## src/rtl/pc_sequencer_if.sv

```systemverilog
// rtl/pc_sequencer_if.sv - redirect/stall request and fetch-control bundle for pc_sequencer
interface pc_sequencer_if #(
    parameter int CNT_W = 16
);
    logic              redirect_valid;
    logic [31:0]       redirect_pc;
    logic              stall;
    logic [31:0]       pc;
    logic              fd_flush;
    logic              dx_flush;
    logic              busy;
    logic [CNT_W-1:0]  redirect_count;

    modport master (
        output redirect_valid, redirect_pc, stall,
        input  pc, fd_flush, dx_flush, busy, redirect_count
    );

    modport slave (
        input  redirect_valid, redirect_pc, stall,
        output pc, fd_flush, dx_flush, busy, redirect_count
    );
endinterface

```

## src/rtl/pc_sequencer.sv

```systemverilog
// rtl/pc_sequencer.sv - fetch PC sequencer with stall-deferred redirects and pipeline flush
module pc_sequencer #(
    parameter logic [31:0] RESET_PC     = 32'h0000_0000,
    parameter int          FLUSH_CYCLES = 2,
    parameter int          CNT_W        = 16
) (
    input  logic          clk,
    input  logic          rst_n,
    pc_sequencer_if.slave bus
);
    localparam logic [1:0] S_RUN   = 2'd0;
    localparam logic [1:0] S_PEND  = 2'd1;
    localparam logic [1:0] S_FLUSH = 2'd2;

    localparam logic [3:0]       FLUSH_LOAD = 4'(FLUSH_CYCLES);
    localparam logic [CNT_W-1:0] CNT_MAX    = '1;

    logic [1:0]       state_q, state_d;
    logic [31:0]      pc_q, pc_d;
    logic [31:0]      pend_q, pend_d;
    logic [3:0]       cd_q, cd_d;
    logic [CNT_W-1:0] cnt_q;
    logic             enter_flush;

    always_comb begin
        state_d     = state_q;
        pc_d        = pc_q;
        pend_d      = pend_q;
        cd_d        = cd_q;
        enter_flush = 1'b0;
        case (state_q)
            S_RUN: begin
                if (bus.stall) begin
                    if (bus.redirect_valid) begin
                        pend_d  = bus.redirect_pc;
                        state_d = S_PEND;
                    end
                end else if (bus.redirect_valid) begin
                    pc_d        = bus.redirect_pc;
                    enter_flush = 1'b1;
                end else begin
                    pc_d = pc_q + 32'd1;
                end
            end
            S_PEND: begin
                if (bus.stall) begin
                    if (bus.redirect_valid) begin
                        pend_d = bus.redirect_pc;
                    end
                end else begin
                    // A fresh request on the release cycle is younger than the pending one.
                    pc_d        = bus.redirect_valid ? bus.redirect_pc : pend_q;
                    enter_flush = 1'b1;
                end
            end
            S_FLUSH: begin
                // Redirects seen here come from wrong-path instructions and are dropped.
                if (!bus.stall) begin
                    pc_d = pc_q + 32'd1;
                    cd_d = cd_q - 4'd1;
                    if (cd_q == 4'd1) begin
                        state_d = S_RUN;
                    end
                end
            end
            default: state_d = S_RUN;
        endcase
        if (enter_flush) begin
            state_d = S_FLUSH;
            cd_d    = FLUSH_LOAD;
        end
    end

    always_ff @(posedge clk or negedge rst_n) begin
        if (!rst_n) begin
            state_q <= S_RUN;
            pc_q    <= RESET_PC;
            pend_q  <= 32'd0;
            cd_q    <= 4'd0;
            cnt_q   <= '0;
        end else begin
            state_q <= state_d;
            pc_q    <= pc_d;
            pend_q  <= pend_d;
            cd_q    <= cd_d;
            if (enter_flush && (cnt_q != CNT_MAX)) begin
                cnt_q <= cnt_q + 1'b1;
            end
        end
    end

    assign bus.pc             = pc_q;
    assign bus.fd_flush       = (state_q == S_FLUSH);
    assign bus.dx_flush       = (state_q == S_FLUSH);
    assign bus.busy           = (state_q == S_PEND) || (state_q == S_FLUSH);
    assign bus.redirect_count = cnt_q;
endmodule

```

## src/flat_wrapper.sv

```systemverilog
// flat-port wrapper written by rule: the top's interface ports become plain ports
module pc_sequencer_flat 
#(
    parameter logic [31:0] RESET_PC     = 32'h0000_0000,
    parameter int          FLUSH_CYCLES = 2,
    parameter int          CNT_W        = 16
)
  (clk, rst_n, bus_redirect_valid, bus_redirect_pc, bus_stall, bus_pc, bus_fd_flush, bus_dx_flush, bus_busy, bus_redirect_count);
  pc_sequencer_if #(.CNT_W(CNT_W)) bus_i ();
  input  logic clk;
  input  logic rst_n;
  input wire logic [$bits(bus_i.redirect_valid)-1:0] bus_redirect_valid;
  input wire logic [$bits(bus_i.redirect_pc)-1:0] bus_redirect_pc;
  input wire logic [$bits(bus_i.stall)-1:0] bus_stall;
  output wire logic [$bits(bus_i.pc)-1:0] bus_pc;
  output wire logic [$bits(bus_i.fd_flush)-1:0] bus_fd_flush;
  output wire logic [$bits(bus_i.dx_flush)-1:0] bus_dx_flush;
  output wire logic [$bits(bus_i.busy)-1:0] bus_busy;
  output wire logic [$bits(bus_i.redirect_count)-1:0] bus_redirect_count;
  assign bus_i.redirect_valid = bus_redirect_valid;
  assign bus_i.redirect_pc = bus_redirect_pc;
  assign bus_i.stall = bus_stall;
  assign bus_pc = bus_i.pc;
  assign bus_fd_flush = bus_i.fd_flush;
  assign bus_dx_flush = bus_i.dx_flush;
  assign bus_busy = bus_i.busy;
  assign bus_redirect_count = bus_i.redirect_count;
  pc_sequencer #(.RESET_PC(RESET_PC), .FLUSH_CYCLES(FLUSH_CYCLES), .CNT_W(CNT_W)) u_core (.clk(clk), .rst_n(rst_n), .bus(bus_i));
endmodule
```

## config.mk

```make
export PLATFORM = sky130hd
export DESIGN_NAME = pc_sequencer_flat
export DESIGN_NICKNAME = d
export VERILOG_FILES = /design/src/rtl/pc_sequencer_if.sv /design/src/rtl/pc_sequencer.sv /design/src/flat_wrapper.sv
export SDC_FILE = /design/constraint.sdc
export NUM_CORES = 1
export LEC_CHECK = 0
export ABC_CLOCK_PERIOD_IN_PS = 3800
export BUFFER_PORTS_ARGS = -buffer_cell sky130_fd_sc_hd__buf_2
export CAP_MARGIN = 10
export CORE_MARGIN = 2
export CORE_UTILIZATION = 35
export CTS_CLUSTER_DIAMETER = 120
export DETAILED_ROUTE_END_ITERATION = 16
export PLACE_DENSITY = 0.49
export SLEW_MARGIN = 20
export SYNTH_ARGS = -nofsm -noshare
export SYNTH_HDL_FRONTEND = slang
export SYNTH_SLANG_ARGS = --single-unit
```

## constraint.sdc

```tcl
create_clock -name clk -period 3.8 [get_ports clk]
set_input_delay 0.19 -clock clk [delete_from_list [all_inputs] [get_ports clk]]
set_output_delay 0.19 -clock clk [all_outputs]
set_load 0.03 [all_outputs]
```

## Word level (Yosys, flattened, before mapping)

Cells that the tools add are included.
W data, S select, Z words.

| storage, ports and cells | value |
|---|---|
| register bits | 86 |
| word-level logic and storage cells | 50 |
| input bits | 36 |
| output and inout port bits | 51 |

| cells by class | value |
|---|---|
| muxes and demuxes | 19 |
| equality and inequality tests | 13 |
| $add $sub $neg | 3 |
| reduce and logical (&&, ||, !) cells | 10 |

Operator list:

| kind | count |
|---|---|
| $mux W32 | 5 |
| $pmux W32 S3 | 1 |
| $add A32 B1 Y32 const B | 1 |
| $add A16 B1 Y16 const B | 1 |
| $ne A16 B16 Y1 const B | 1 |
| $mux W4 | 3 |
| $mux W2 | 5 |
| $ne A3 B2 Y1 const B | 3 |
| $ne A2 B2 Y1 const B | 3 |
| $pmux W2 S3 | 1 |
| $reduce_and A5 Y1 | 1 |
| $eq A4 B1 Y1 const B | 1 |
| $ne A2 B1 Y1 const B | 2 |
| $reduce_and A2 Y1 | 2 |
| $reduce_and A4 Y1 | 1 |
| $sub A4 B1 Y4 const B | 1 |
| $mux W1 | 3 |
| $ne A3 B1 Y1 const B | 1 |
| $reduce_bool A3 Y1 | 1 |
| $eq A2 B1 Y1 const B | 1 |
| $eq A2 B2 Y1 const B | 1 |
| $logic_not A2 Y1 | 1 |
| $pmux W1 S2 | 1 |
| $reduce_bool A2 Y1 | 1 |
| other kinds (3) | 3 |

## Depth between registers and ports, before layout

| depth | value |
|---|---|
| depth in word-level cells | 5 |
| mapped depth | 10 |
| mapped depth without buffers | 7 |

## Worst setup path after synthesis

Ideal clock, no wire load.

| path | value |
|---|---|
| path type | register to register |
| start | register u_core.state_q[0] |
| end | register u_core.pc_q[21] (netlist: u_core.bus.pc[21]) |
| cell stages (with the launch flop) | 9 |
| arrival time | 2.181 ns |
| data required time | 3.675 ns |
| path slack | 1.494 ns |
| clock period less this slack | 2.306 ns |
| cells stage by stage | dfrtp_1 > inv_1 > ha_1 > clkbuf_8 > clkbuf_1 > clkbuf_1 > o211ai_1 > o22ai_1 > a21oi_1 |

| on the way | value |
|---|---|
| cells in the longest elaborated chain, start to end | 3 |
| elaborated cells on any way between the ends | 9 |
| classes of those cells | eq/ne: 5; mux: 1; reduce/logical: 3 |

Ends and longest elaborated chain:

| item | line | text |
|---|---|---|
| start, declared | pc_sequencer.sv:18 | `logic [1:0] state_q, state_d;` |
| start signal, assigned | pc_sequencer.sv:82 | `state_q <= state_d;` |
| $eq A2 B1 Y1 (tied with other cells) | pc_sequencer.sv:31 | `case (state_q)` |
| $ne A2 B2 Y1 (no source line) or $reduce_bool A3 Y1 (tied branches) | n/a |  |
| $reduce_and A4 Y1 (no source line) | n/a |  |
| end signal, assigned | pc_sequencer.sv:83 | `pc_q <= pc_d;` |
| end, declared | pc_sequencer.sv:19 | `logic [31:0] pc_q, pc_d;` |

Parallel ways exist; a longest one is shown, timed or not.
A chain may end at the register's enable or synchronous reset.

## Final worst setup path

| path | value |
|---|---|
| start | register u_core.state_q[1] |
| end | register u_core.pc_q[24] (netlist: u_core.bus.pc[24]) |

Same word-level chain as after synthesis.

==> metrics <==
CORE AREA 16600 um^2; r2r setup slk 890 ps; die height 134 um; Synth Cell Area 5920 um^2; Buf/Inv on CP 2; EDFF count, synth 0; Synth area leader dfrtp_1; number of CTS-inserted buffers 9; footprint of the multi-input gates 3430 um^2; total clock sinks 86; maximum clock insertion buffer count 2; Starting DRT DRC Count 487; share of cells above drive strength 1 26.1%; Nets 755; Final Total Pwr 5.92 mW; drt total wl 18.4 mm; Syn-to-layout area delta 14.3%; std cell rows 47; fillers 1697; critical path's slowest cell nor2_2; Synth Instances 646; static leakage power 2.85 nW; critical path startpoint category flip-flop; GRT overflow 0; die width 134 um; # hold bufs at CTS 1; first-pass GRT wire length 29.7 mm; RSZ-0062 raised after global routing no; Max-slew headroom 36.5%; CTS-repair resized insts 0; outcome finished, final reports clean; Worst path top cell family by delay simple AND/OR/NAND/NOR gates; average cell area after synthesis 9.16 um^2; overall global routing resource usage 21.0%; most frequent cell after synthesis dfrtp_1; drt pass-1 iters 5; DR WL/cell 19.6 um; GPL Wtd Cong 0.859; DP HPWL 12.9 mm; io pins 87; antenna violations before repair 0; synth cell count leaders 86 x dfrtp_1, 55 x nand2_1, 48 x o21ai_0, 43 x mux2_2, 38 x a21oi_1; clk slew on worst S/H paths 70 ps; Clock Skews 7.33 ps; Worst Path Arrival 3140 ps; Max VDD drop 0.352 mV; final hold viol count 0; IO Port Bufs 86; Power Dens Cells 875 nW/um^2; Inserted Diodes 0; pin count of the biggest net entering global routing 60; Yosys reg bits 86; CP required 4030 ps; top cells by area, synth dfrtp_1 36%, mux2_2 8.2%, o21ai_0 4.1%, nand2_1 3.5%, a21oi_1 3.2%; Setup TNS 0 ps; Max-cap violations 0; Via-to-Cell Ratio 5.88; register area share after synthesis 36.4%; Crit Path Max Fanout 39; element type at the critical path end flip-flop; postcts setup bufs 0; ANT nets after route 0; Skew-Pair Late Insertion Delay 350 ps; Tcrit/Tclk final 76.6%; Remaining DRCs 0; Slew Viols, Final 0; FF-to-FF End u_core.bus.pc[24]; post-synthesis cell type count 80; path depth of the worst reg2reg path 8; CTS tree built; final setup vio count 0; DR vias 5507; Hold/Removal Path Class input port to flip-flop; Initial Util 35.7%; H-tree levels 3; syn_nets 689; worst r2r src u_core.state_q[1]; worst hold start bus_redirect_pc[6]; Max Freq 0.344 GHz; Synth async-reset ratio 100%; Setup crit start u_core.state_q[1]; number of global-route vias before repair 5391; minimum clock period 2910 ps; Hold EP u_core.pend_q[6]; Setup CP Type flip-flop to flip-flop; Synth top area share 36.4%; Slew @ Worst Pin 943 ps; clock root buffer clkbuf_16; Top FF cell, synth dfrtp_1; Reg area 2150 um^2; crit-path cells inv_1, ha_1, buf_4, nor3_2, nor2_2, nand2_1, o2111ai_1, o21ai_0; Largest stage delay, worst path 700 ps; Die ar. 18000 um^2; hold path depth 2; Ys Warns 0
cell usage in the layout, fill, tap and decap left out, types with 5 or more instances in the layout:
cell       instances
o22ai_1            6
a2bb2oi_1          5
o21ai_0           48
a31oi_1            9
buf_4             15
nand4_1           14
a21o_1             8
inv_1             16
mux2i_1           14
o22a_1             5
nand2b_1           5
a22oi_1            8
nor2_1            36
nor3_1            27
a21oi_1           38
nor4_1            12
nand3_1           18
o2bb2ai_1          5
o31ai_1            7
xor2_1            10
o221ai_1           6
xnor2_1           12
ha_1               7
dfrtp_1           86
clkbuf_16          9
mux2_2            43
or3_1              7
nand2_1           55
buf_2             85
and3_1             7
a211oi_1           8
area by class of cell:
| cell class | instances | share of cell area (%) |
|---|---|---|
| Multi-Input combinational cell | 498 | 50.7 |
| Timing Repair Buffer | 101 | 8.10 |
| Inverter | 16 | 0.888 |
| Clock buffer | 9 | 3.33 |
| Tap cell | 220 | 4.07 |
| Sequential cell | 86 | 31.8 |
| Clock inverter | 7 | 1.05 |
stage by stage:
step | instances | hold WS [ps] | util, % | worst slack [ps] | instance area (um^2)
detailed placement | 920 | 326 | 38.9 | 845 | 6460
global route | 937 | 78.8 | 40.8 | 620 | 6770
global placement | 920 | 322 | 38.9 | 949 | 6460
CTS | 937 | 69.0 | 40.8 | 888 | 6770
floorplan | 646 | -106 | - | 1490 | 5920
finish | 937 | 78.6 | 40.8 | 889 | 6770
sequential cells by signal (all words and copies together), names as in the netlist:
signal,count
u_core.bus.pc,32
u_core.bus.redirect_count,16
u_core.cd_q,4
u_core.pend_q,32
u_core.state_q,2
where the power goes:
group	total, mW	leakage [nW]	switching [mW]	internal, mW
clock network	0.916	0.150	0.402	0.513
logic	3.20	1.65	2.00	1.19
registers	1.80	1.05	0.497	1.31
total	5.92	2.85	2.90	3.01
worst reg2reg max path, cell delays in order (launching register included):
cell       delay (ps)
dfrtp_1           440
inv_1             170
ha_1              200
buf_4             380
nor3_2            170
nor2_2            700
nand2_1           380
o2111ai_1         230
o21ai_0           110
cells by family (layout without fill, tap and decap cells):
group / count (synthesis) / count (layout) / share of synthesized area (%)
adders and majority gates: 7 / 7 / 1.48
and+or+nand+nor: 219 / 219 / 20.2
xor gates and xnor gates: 22 / 22 / 3.26
muxes: 57 / 57 / 10.6
DFF: 86 / 86 / 36.4
AOI/OAI and AO/OA: 193 / 193 / 22.5
buffers and inverters: 62 / 133 / 5.65
worst max path at each step:
stage                                   end  slack, ps  cells after the start
after floorplan           u_core.bus.pc[21]       1490                      8
after global routing      u_core.bus.pc[13]        620                      8
after detailed placement   u_core.pend_q[5]        850                      6
after CTS                  u_core.pend_q[5]        890                      6
final                     u_core.bus.pc[24]        890                      8
after global placement    u_core.bus.pc[13]        950                      8
per-layer routing:
metal | track usage (%) | vias to the layer above | wire [um]
met5 | 0 | - | 0
met4 | 6.14 | 0 | 244
met3 | 4.65 | 16 | 1120
met2 | 34.4 | 190 | 8770
met1 | 27.9 | 2728 | 8250
li1 | - | 2573 | -
(Power assumes the default switching activity.)
